### config.mk
export PLATFORM = sky130hd
export DESIGN_NAME = stack_access_unit
export DESIGN_NICKNAME = d
export VERILOG_FILES = /design/src/rtl/stack_access_unit.sv
export SDC_FILE = /design/constraint.sdc
export NUM_CORES = 1
export LEC_CHECK = 0
export ABC_AREA = 1
export CORE_MARGIN = 4
export CORE_UTILIZATION = 40
export DETAILED_ROUTE_END_ITERATION = 8
export PLACE_DENSITY = 0.67
export SYNTH_ARGS = -nofsm -noshare
export SYNTH_HDL_FRONTEND = slang
export SYNTH_SLANG_ARGS = --single-unit
### constraint.sdc
create_clock -name phi2 -period 3.9 [get_ports phi2]
set_input_delay 0.975 -clock phi2 [delete_from_list [all_inputs] [get_ports phi2]]
set_output_delay 0.975 -clock phi2 [all_outputs]
set_load 0.02 [all_outputs]
### src/rtl/stack_access_unit.sv
// 6502 stack pointer owner: sequences multi-byte pushes/pulls against the stack page
// and hands the memory arbiter full 16-bit addresses {STACK_PAGE, S}.
//
// state    | meaning
// IDLE     | ready for a command
// PUSH     | write request outstanding at {page,S}; S decrements on ack
// PULL_INC | pre-increment S before a read, no bus request
// PULL_RD  | read request outstanding at {page,S}
// DONE     | rsp_valid pulse, back to IDLE next cycle
module stack_access_unit #(
    parameter logic [7:0] STACK_PAGE = 8'h01,
    parameter logic [7:0] RESET_SP   = 8'hFD
) (
    input  logic        phi2,
    input  logic        reset,
    input  logic        cmd_valid,
    output logic        cmd_ready,
    input  logic [1:0]  cmd_op,
    input  logic [1:0]  cmd_count,
    input  logic [23:0] cmd_data,
    output logic        rsp_valid,
    output logic [23:0] rsp_data,
    output logic        mem_req,
    output logic        mem_we,
    output logic [15:0] mem_addr,
    output logic [7:0]  mem_wdata,
    input  logic [7:0]  mem_rdata,
    input  logic        mem_ack,
    output logic [7:0]  sp_out,
    output logic        sp_wrap
);

    typedef enum logic [2:0] {
        IDLE,
        PUSH,
        PULL_INC,
        PULL_RD,
        DONE
    } state_t;

    localparam logic [1:0] OP_PUSH = 2'b00;
    localparam logic [1:0] OP_PULL = 2'b01;
    localparam logic [1:0] OP_LOAD = 2'b10;

    state_t      state;
    logic [7:0]  sp;
    logic [1:0]  byteCount;
    logic [1:0]  byteIdx;
    logic [1:0]  nextIdx;
    logic [23:0] pushData;

    function automatic logic [7:0] pickByte(input logic [23:0] d, input logic [1:0] k);
        case (k)
            2'd0:    pickByte = d[7:0];
            2'd1:    pickByte = d[15:8];
            default: pickByte = d[23:16];
        endcase
    endfunction

    assign nextIdx  = byteIdx + 2'd1;
    assign mem_addr = {STACK_PAGE, sp};
    assign sp_out   = sp;

    always_ff @(posedge phi2) begin
        if (reset) begin
            state     <= IDLE;
            sp        <= RESET_SP;
            cmd_ready <= 1'b1;
            rsp_valid <= 1'b0;
            rsp_data  <= 24'h0;
            mem_req   <= 1'b0;
            mem_we    <= 1'b0;
            mem_wdata <= 8'h00;
            sp_wrap   <= 1'b0;
            byteCount <= 2'd0;
            byteIdx   <= 2'd0;
            pushData  <= 24'h0;
        end else begin
            rsp_valid <= 1'b0;
            sp_wrap   <= 1'b0;
            case (state)
                IDLE: begin
                    if (cmd_valid) begin
                        byteCount <= cmd_count;
                        pushData  <= cmd_data;
                        rsp_data  <= 24'h0;
                        byteIdx   <= 2'd0;
                        cmd_ready <= 1'b0;
                        if (cmd_op == OP_PUSH && cmd_count != 2'd0) begin
                            state     <= PUSH;
                            mem_req   <= 1'b1;
                            mem_we    <= 1'b1;
                            mem_wdata <= pickByte(cmd_data, cmd_count - 2'd1);
                        end else if (cmd_op == OP_PULL && cmd_count != 2'd0) begin
                            state <= PULL_INC;
                        end else begin
                            if (cmd_op == OP_LOAD)
                                sp <= cmd_data[7:0];
                            state     <= DONE;
                            rsp_valid <= 1'b1;
                        end
                    end
                end

                PUSH: begin
                    if (mem_ack) begin
                        sp      <= sp - 8'd1;
                        sp_wrap <= (sp == 8'h00);
                        if (nextIdx == byteCount) begin
                            state     <= DONE;
                            rsp_valid <= 1'b1;
                            mem_req   <= 1'b0;
                            mem_we    <= 1'b0;
                            mem_wdata <= 8'h00;
                        end else begin
                            byteIdx   <= nextIdx;
                            // highest byte goes first, so the index walks downward
                            mem_wdata <= pickByte(pushData, byteCount - 2'd2 - byteIdx);
                        end
                    end
                end

                PULL_INC: begin
                    sp      <= sp + 8'd1;
                    sp_wrap <= (sp == 8'hFF);
                    state   <= PULL_RD;
                    mem_req <= 1'b1;
                    mem_we  <= 1'b0;
                end

                PULL_RD: begin
                    if (mem_ack) begin
                        case (byteIdx)
                            2'd0:    rsp_data[7:0]   <= mem_rdata;
                            2'd1:    rsp_data[15:8]  <= mem_rdata;
                            default: rsp_data[23:16] <= mem_rdata;
                        endcase
                        mem_req <= 1'b0;
                        if (nextIdx == byteCount) begin
                            state     <= DONE;
                            rsp_valid <= 1'b1;
                        end else begin
                            byteIdx <= nextIdx;
                            state   <= PULL_INC;
                        end
                    end
                end

                DONE: begin
                    state     <= IDLE;
                    cmd_ready <= 1'b1;
                end

                default: begin
                    state     <= IDLE;
                    cmd_ready <= 1'b1;
                    mem_req   <= 1'b0;
                    mem_we    <= 1'b0;
                end
            endcase
        end
    end

endmodule

==> results.py <==
metrics = {
    "yosys": {
        "ys_seq_area_share_pct": 38.0,
        "synthTopCellsByArea": "dfxtp_1 38%, nor2_1 9.9%, o21ai_0 9.0%",
        "synthFlopType": "dfxtp_1",
        "post-synth-top-count-cell": "nor2_1",
        "avgSynthCellArea_um2": 6.92,
        "synthArstFlopShare_pct": 0,
        "yosysWarnings": 0,
        "synth_top_area_share_pct": 38.0,
        "synth_seq_cells": 76,
        "ys_types": 34,
        "yosys-top-cells-count": "106 x nor2_1, 91 x nand2_1, 76 x dfxtp_1",
        "yosysTopAreaCell": "dfxtp_1",
        "postSynthCellCount": 579,
        "syn_area_um2": 4000,
        "synth-edff-count": 0,
    },
    "timing": {
        "hold_ws_ns": 0.457,
        "worst_slew_pin_slew_ns": 0.672,
        "hold_viol_final": 0,
        "skew_ns": 0.0119,
        "max_freq_ghz": 0.389,
        "min_period_over_period_pct": 65.9,
        "tns_ns": 0,
        "setup_viol": 0,
        "period_minus_slack_ns": 2.57,
        "rsz0062_at_grt": "false",
        "slew_viol_final": 0,
        "slew_headroom_pct": 55.1,
    },
    "worst_setup_path": {
        "path_max_fanout": 3,
        "end_kind": "register",
        "cp-start-kind": "input pin",
        "critPathRequiredTime_ns": 4.14,
        "cp-startpoint": "cmd_count[0]",
        "worstSetupPathType": "input pin to register",
        "r2r-start": "state[2]",
        "cp.arrival_ns": 2.81,
    },
    "global_route": {
        "grt_overflow": 0,
        "grt_pass1_vias": 3832,
        "grt_pass1_wl_mm": 18.6,
        "grt_max_degree": 55,
        "grt.total_usage_pct": 20.0,
        "antenna_found_initial": 0,
    },
    "floorplanning": {
        "num_rows": 36,
        "pin_count": 101,
        "dieWidth_um": 108,
        "placeableCoreArea_um2": 9770,
        "die_h_um": 108,
        "start_util_pct": 41.0,
        "die_area_um2": 11700,
    },
    "routing": {
        "dr.first_iter.drc_count": 302,
        "m1WireLength_mm": 5.20,
        "drc": 0,
        "route.met2.wl_mm": 5.25,
        "dr.pass1.iters": 5,
        "dr_total_vias": 4049,
        "ant_nets": 0,
        "drt-vias-per-instance": 5.13,
        "dr_wl_met3_um": 704,
        "wirelength_mm": 11.6,
        "maxUsedRoutingLayer": "met4",
        "wire_per_inst_um": 14.7,
    },
    "run_status": {
        "outcome": "finished clean",
    },
    "clock_tree": {
        "post_cts_resized": 0,
        "cts-root-buf": "clkbuf_8",
        "cts_setup_buffers": 0,
        "cts_buffers": 9,
        "cts_tree": "done",
        "htreeDepth": 3,
        "cts.sinks": 76,
        "clk_pin_slew_ns": 0.08,
        "clkLatencyLatePin_ns": 0.34,
        "clk_path_buf_depth": 2,
        "hold_buffers": 0,
    },
    "placed_design": {
        "numPortBuffers": 92,
        "dpl.hpwl_mm": 8.79,
        "place_congestion": 0.975,
        "place_area_um2": 4920,
    },
    "finish": {
        "area_delta_synth_final_pct": 27.3,
        "fin_area_um2": 5100,
        "diodes": 0,
        "drive_gt1_share_pct": 5.95,
        "nets": 706,
    },
    "min_path": {
        "min_path_type": "register to register",
        "hold_start": "cmd_ready",
    },
    "job": {
        "maxCapViolCount": 0,
    },
    "power_and_ir_drop": {
        "p_per_area_nw_per_um2": 607,
        "p_leak_nw": 2.12,
        "ir_drop_mv": 0.263,
        "total_power_w": 0.00310,
    },
}
## registers in the layout, summed over array words and instances (netlist names)
register   count
pushData      24
rsp_data      24
mem_wdata      8
sp_out         8
state          3
byteCount      2
byteIdx        2
cmd_ready      1
mem_req        1
mem_we         1
rsp_valid      1
sp_wrap        1
## cells in the final DEF, fill, tap and decap left out, types with 3 or more instances in the layout
master / Yosys / layout
nand2_1: 91 / 91
inv_2: 5 / 5
nor2_1: 106 / 106
nor2_2: 4 / 4
a21oi_1: 50 / 50
nor2_4: 3 / 3
dfxtp_1: 76 / 76
o211ai_1: 4 / 4
o21ai_0: 72 / 72
clkdlybuf4s50_1: 0 / 92
nand4_1: 22 / 22
clkbuf_8: 0 / 9
inv_1: 40 / 40
conb_1: 2 / 8
ha_1: 13 / 13
clkinv_2: 0 / 3
nand3_1: 32 / 32
## layer usage
metal  global-route usage [%]  vias up
met4                     9.83        0
met3                     3.16       31
li1                         -     2037
met5                        0        -
met2                     31.5      148
met1                     26.6     1833
## cell type report
type	count	area, um2
fill	990	4680
multi-input combinational	424	2100
sequential	76	1520
timing repair buffer	94	948
inverter	47	179
tap	133	166
clock buffer	10	128
clock inverter	5	53.8
## final timing paths
path,slack [ns],cells after the start,to
max,1.33,11,mem_we
min,0.46,2,cmd_ready
max reg2reg,1.59,11,sp_out[5]
min reg2reg,0.46,2,cmd_ready
## power by group
| group | switching [W] | internal [W] |
|---|---|---|
| sequential | 0.000146 | 0.000966 |
| clock | 0.000284 | 0.000290 |
| combinational | 0.000853 | 0.000556 |
## worst max-delay path, stage by stage
cell and delay, ns:
clkdlybuf4s50_1 0.49, inv_1 0.08, ha_1 0.22, nor2_1 0.18
nand2_1 0.10, o21ai_0 0.29, nand2_1 0.09, nor3_1 0.21
nand2_1 0.08, nand2_1 0.06, nor2_1 0.04
## per-stage QoR
step	setup WS (ns)	cells	utilization (%)
after floorplan	1.75	585	-
after global placement	1.06	774	50.3
after detailed placement	1.01	774	50.3
after CTS	1.37	789	52.2
after global routing	1.16	789	52.2
final	1.33	789	52.2
## cell families (layout without fill, tap and decap cells)
kind of cell	after synthesis	after routing	synth area share (%)
buffers and inverters	85	156	10.1
adder cells (fa/ha/maj)	14	14	4.56
flip-flops	76	76	38.0
AO/OA/AOI/OAI	132	132	17.2
XOR/XNOR	2	2	0.438
AND/OR/NAND/NOR	268	268	29.6
other	2	8	0.188
Power figures use the tool's default switching activity.
==> patch 1, RTL diff (same flow settings) <==
Encoding of `state_t`: now Gray code (3 bits for 5 states).
--- a/src/rtl/stack_access_unit.sv
+++ b/src/rtl/stack_access_unit.sv
@@ -33,7 +33,7 @@
     typedef enum logic [2:0] {
-        IDLE,
-        PUSH,
-        PULL_INC,
-        PULL_RD,
-        DONE
+        IDLE     = 3'b000,
+        PUSH     = 3'b001,
+        PULL_INC = 3'b011,
+        PULL_RD  = 3'b010,
+        DONE     = 3'b110
     } state_t;
Behaviour: no difference found for any inputs over 4 cycles, from zero or initial values and one cycle with reset high; so few cycles prove little.
==> patch 1 against the original RTL <==
Routed wire length rose by 4.7%; register-to-register slack got worse by 0.12 ns; combinational power rose by 79%; worst hold slack improved by 0.0044 ns; sequential cell count did not move; largest power group unchanged; power rose by 44%; clock skew fell by 0.0011 ns; sequential share of layout area fell by 1.1 points; area after synthesis rose by 5.2%; cell count rose by 2.4%; final area rose by 3.8%; setup slack improved by 0.093 ns; clock power rose by 14%.
==> patch 1: results <==
set metrics [dict create \
    hp-class "reg -> reg" \
    clk-insertion-delay-late_ns 0.35 \
    grt_util_all_layers_pct 19.2 \
    yosys_warnings 0 \
    drtIter0Drc 265 \
    slew_headroom_pct 51.8 \
    critPathMaxStageDelay_ns 0.49 \
    dp_cells 793 \
    synthArstFlopShare_pct 0 \
    synth_edf_count 0 \
    vdd_drop_max_uv 289 \
    place_congestion 0.892 \
    worst_ep_arrival_time_ns 2.75 \
    fillerInstances 1063 \
    drc 0 \
    ys.flop_type "dfxtp_1" \
    pre_cts_slack_ns 1.08 \
    drive_above_1_share_pct 8.33 \
    status "completed" \
    grt_overflow 0 \
    synth_common_cells "nor2_1 (112), nand2_1 (100), dfxtp_1 (76)" \
    num_antenna_cells 0 \
    cp_slowest_cell "clkdlybuf4s50_1" \
    ys_top_cells_by_area "dfxtp_1 (36%), nor2_1 (10%), nand2_1 (8.9%), a21oi_1 (6.2%), o21ai_0 (5.5%)" \
    finClkSkew_ns 0.0107 \
    grtUsageMet3_pct 5.04 \
    vias_per_cell 5.21 \
    synthDistinctLibCells 40 \
    global_route.usage.met2_pct 32.2 \
    grt_max_degree 42 \
    detailedRoute.firstPassIterationCount 6 \
    htree_num_levels 3 \
    synth_cells 597 \
    seq_area_frac_synth_pct 36.1 \
    clock_path_buffers 2 \
    vias 4208 \
    cts_setup_buffers 0 \
    grt_pass1_vias 3915 \
    grt_pass1_wl_mm 19.3 \
    critPathMaxFanout 3 \
    post_cts_resized 0 \
    ant_nets 0 \
    cts-root-buf "clkbuf_8" \
    portBuffers 92 \
    dp_hpwl_mm 8.90 \
    leakage_uw 0.00224 \
    antenna_found_initial 0 \
    numCtsBuffers 9 \
    top_regs "pushData x24, rsp_data x24" \
    wl_per_cell_um 15.0 \
    clkTransAtPathRegs_ns 0.07 \
    fin_nets 722 \
    grt_util_met1_pct 23.9 \
]
patch 1: power breakdown:
part / total (µW) / internal [µW] / leakage [µW] / switching (µW)
Sequential: 1260 / 1050 / 0.000626 / 213
Combinational: 2530 / 920 / 0.00151 / 1610
Clock: 658 / 358 / 0.000102 / 300
Total: 4450 / 2330 / 0.00224 / 2120
patch 1: critical path: cells and delay by family:
family / cells / cell delay [ns]
AO/OA/AOI/OAI: 2 / 0.35
AND/OR/NAND/NOR: 4 / 0.54
adder cells (fa/ha/maj): 1 / 0.23
buffers and inverters: 3 / 0.66
patch 1: path summary, 6_finish.rpt:
| kind | start | end | slack (ns) | cells past startpoint |
|---|---|---|---|---|
| worst min-delay path | mem_we$_SDFFE_PP0P_ | mem_we$_SDFFE_PP0P_ | 0.46 | 2 |
| worst max register to register | state[2]$_SDFFE_PP0P_ | sp_out[5]$_SDFFE_PP1P_ | 1.47 | 13 |
| worst min register to register | mem_we$_SDFFE_PP0P_ | mem_we$_SDFFE_PP0P_ | 0.46 | 2 |
| worst max-delay path | cmd_count[0] | mem_req$_SDFFE_PP0P_ | 1.42 | 10 |
patch 1: kinds of logic after synthesis:
logic type	synth area share, %
AOI/OAI and AO/OA	16.5
xor gates and xnor gates	0.416
adders and majority gates	4.34
buffers and inverters	10.7
DFF	36.1
other	0.178
and+or+nand+nor	31.8
patch 1: through the flow:
step | utilization (%) | area, µm²
5_1_grt | 51.5 | 5290
3_5_place_dp | 49.4 | 5080
3_3_place_gp | 49.4 | 5080
6_report | 51.5 | 5290
4_1_cts | 51.5 | 5290
2_1_floorplan | - | 4230
patch 1: cell type report:
cell class                      instances  area [µm²]  area share [%]
Clock buffer                            9         124            2.34
Inverter                               49         184            3.48
Multi-Input combinational cell        437        2260            42.7
Sequential cell                        76        1520            28.7
Clock inverter                          6        88.8            1.68
Timing Repair Buffer                   95         943            17.8
Tap cell                              136         170            3.22
patch 1: per-layer routing:
layer	share of wire (%)	wire, µm
met5	0	0
met4	2.3	277
met3	5.4	655
met2	49	5950
met1	43	5220
==> patch 2, RTL diff (same settings) <==
Made on the original files. Set the parameter `RESET_SP` to 8'hBD (it was 8'hFD).
--- a/src/rtl/stack_access_unit.sv
+++ b/src/rtl/stack_access_unit.sv
@@ -11,3 +11,3 @@
     parameter logic [7:0] STACK_PAGE = 8'h01,
-    parameter logic [7:0] RESET_SP   = 8'hFD
+    parameter logic [7:0] RESET_SP   = 8'hBD
 ) (
Function: changed (a bounded check fails within 4 cycles, from zero or initial values and one cycle with reset high).
==> patch 2 against the original RTL <==
Setup slack gained 0.064 ns; die area grew 0.46%; clock power grew 6.3%; sequential power is essentially flat; routed wire length grew 0.65%; sequential cell count is the same; global-route usage grew 0.34 points; first-iteration DRC count shrank 41%; power grew 1.2%; critical path type is now reg -> out; final area grew 0.96%; area after synthesis grew 0.50%.
==> patch 2: results <==
set metrics [dict create \
    grt_max_degree 39 \
    leakage_uw 0.00220 \
    clock_path_buffers 2 \
    portBuffers 92 \
    antenna_found_initial 0 \
    vdd_drop_max_uv 253 \
    pre_cts_slack_ns 1.06 \
    drive_above_1_share_pct 7.21 \
    post_cts_resized 0 \
    r2r-end "sp_out[5]$_SDFFE_PP1P_" \
    p_int_uw 1840 \
    num_antenna_cells 0 \
    seq_area_frac_synth_pct 37.8 \
    critPathMaxStageDelay_ns 0.68 \
    status "completed" \
    fillerInstances 982 \
    wl_per_cell_um 14.6 \
    crit_path_end "mem_addr[0]" \
    cts_setup_buffers 0 \
    yosys_warnings 0 \
    dp_hpwl_mm 8.77 \
    detailedRoute.firstPassIterationCount 5 \
    place_congestion 0.930 \
    htree_num_levels 3 \
    startpoint "sp_out[0]$_SDFFE_PP1P_" \
    worst_ep_arrival_time_ns 1.53 \
    vias_per_cell 5.08 \
    ys_top_cells_by_area "dfxtp_1 (38%), nor2_1 (9.3%), nand2_1 (8.9%), o21ai_0 (8.5%), a21oi_1 (6.5%)" \
    r2r-start "state[2]$_SDFFE_PP0P_" \
    synthArstFlopShare_pct 0 \
    cts-root-buf "clkbuf_8" \
    grt_pass1_wl_mm 18.9 \
    synthDistinctLibCells 33 \
    grt_pass1_vias 3921 \
    critPathMaxFanout 8 \
    drtIter0Drc 179 \
    cpLargestDelayFamily "buffers and inverters" \
    finClkSkew_ns 0.0122 \
    synth_common_cells "nor2_1 (100), nand2_1 (95), dfxtp_1 (76)" \
    numCtsBuffers 9 \
    r2r_slack_ns 1.61 \
    clkTransAtPathRegs_ns 0.08 \
    r2r_cells 11 \
    clk-insertion-delay-late_ns 0.35 \
    top_regs "pushData x24, rsp_data x24" \
    post-route-period-util_pct 64.2 \
    grt_util_all_layers_pct 20.3 \
    fin_nets 716 \
    cp_slowest_cell "clkdlybuf4s50_1" \
    slew_headroom_pct 52.1 \
    hp-class "reg -> reg" \
]
## patch 2: cell count changes after synthesis, sizes merged, moves of 2 or more
cell    delta
nor2       -7
nand3      -2
a21oi      +4
inv        +3
nand2      +6
o211ai     -3
or2        +2
o21ai      +3
clkinv     +2
## patch 2: stage by stage
step                hold slack (ns)  total power (µW)  util, %  cell area [µm²]  std cells
finish                        0.461              3130     52.6             5150        799
global route                  0.494              3360     52.6             5150        799
CTS                           0.468              3150     52.6             5150        799
detailed placement            0.449              2540     50.6             4950        784
global placement              0.446              2510     50.6             4950        784
floorplan                     0.459              2040        -             4050        591
## patch 2: logic make-up (layout without fill, tap and decap cells)
logic type	after synthesis	in the layout	synth area share, %
AND/OR/NAND/NOR	268	268	29.5
adder cells (fa/ha/maj)	14	14	4.54
buffers and inverters	88	163	10.3
AO/OA/AOI/OAI	136	136	17.5
flip-flops	76	76	37.8
XOR/XNOR	1	1	0.218
other	2	8	0.187
## patch 2: layer usage
metal,up-vias,part of all wire [%],global-route usage [%]
li1,2058,-,-
met1,1829,43,25.9
met2,150,48,33.8
met3,23,6.3,4.48
met4,0,2.1,7.21
met5,-,0,0
## patch 2: how the worst min path moves through the flow
stage	end	startpoint	cells after the start	slack, ns
CTS	cmd_ready$_SDFFE_PP1P_	cmd_ready$_SDFFE_PP1P_	2	0.47
floorplan	byteIdx[1]$_SDFFE_PP0P_	byteIdx[1]$_SDFFE_PP0P_	2	0.46
detailed placement	cmd_ready$_SDFFE_PP1P_	cmd_ready$_SDFFE_PP1P_	2	0.45
global placement	cmd_ready$_SDFFE_PP1P_	cmd_ready$_SDFFE_PP1P_	2	0.45
finish	cmd_ready$_SDFFE_PP1P_	cmd_ready$_SDFFE_PP1P_	2	0.46
global route	mem_req$_SDFFE_PP0P_	mem_req$_SDFFE_PP0P_	2	0.49
## patch 2: area by class of cell
type / instances / share of cell area (%)
inverters: 52 / 3.79
multi-input cells: 427 / 41.0
clock inverters: 5 / 1.22
clock buffers: 10 / 2.67
well taps: 133 / 3.23
flip-flops and latches: 76 / 29.6
repair buffers: 96 / 18.5
## patch 2: power groups by stage
stage / Combinational (µW) / Clock (µW) / Sequential (µW)
floorplan: 795 / 0 / 1250
global placement: 1390 / 0 / 1120
detailed placement: 1420 / 0 / 1120
CTS: 1420 / 621 / 1110
global route: 1570 / 650 / 1140
finish: 1420 / 611 / 1110
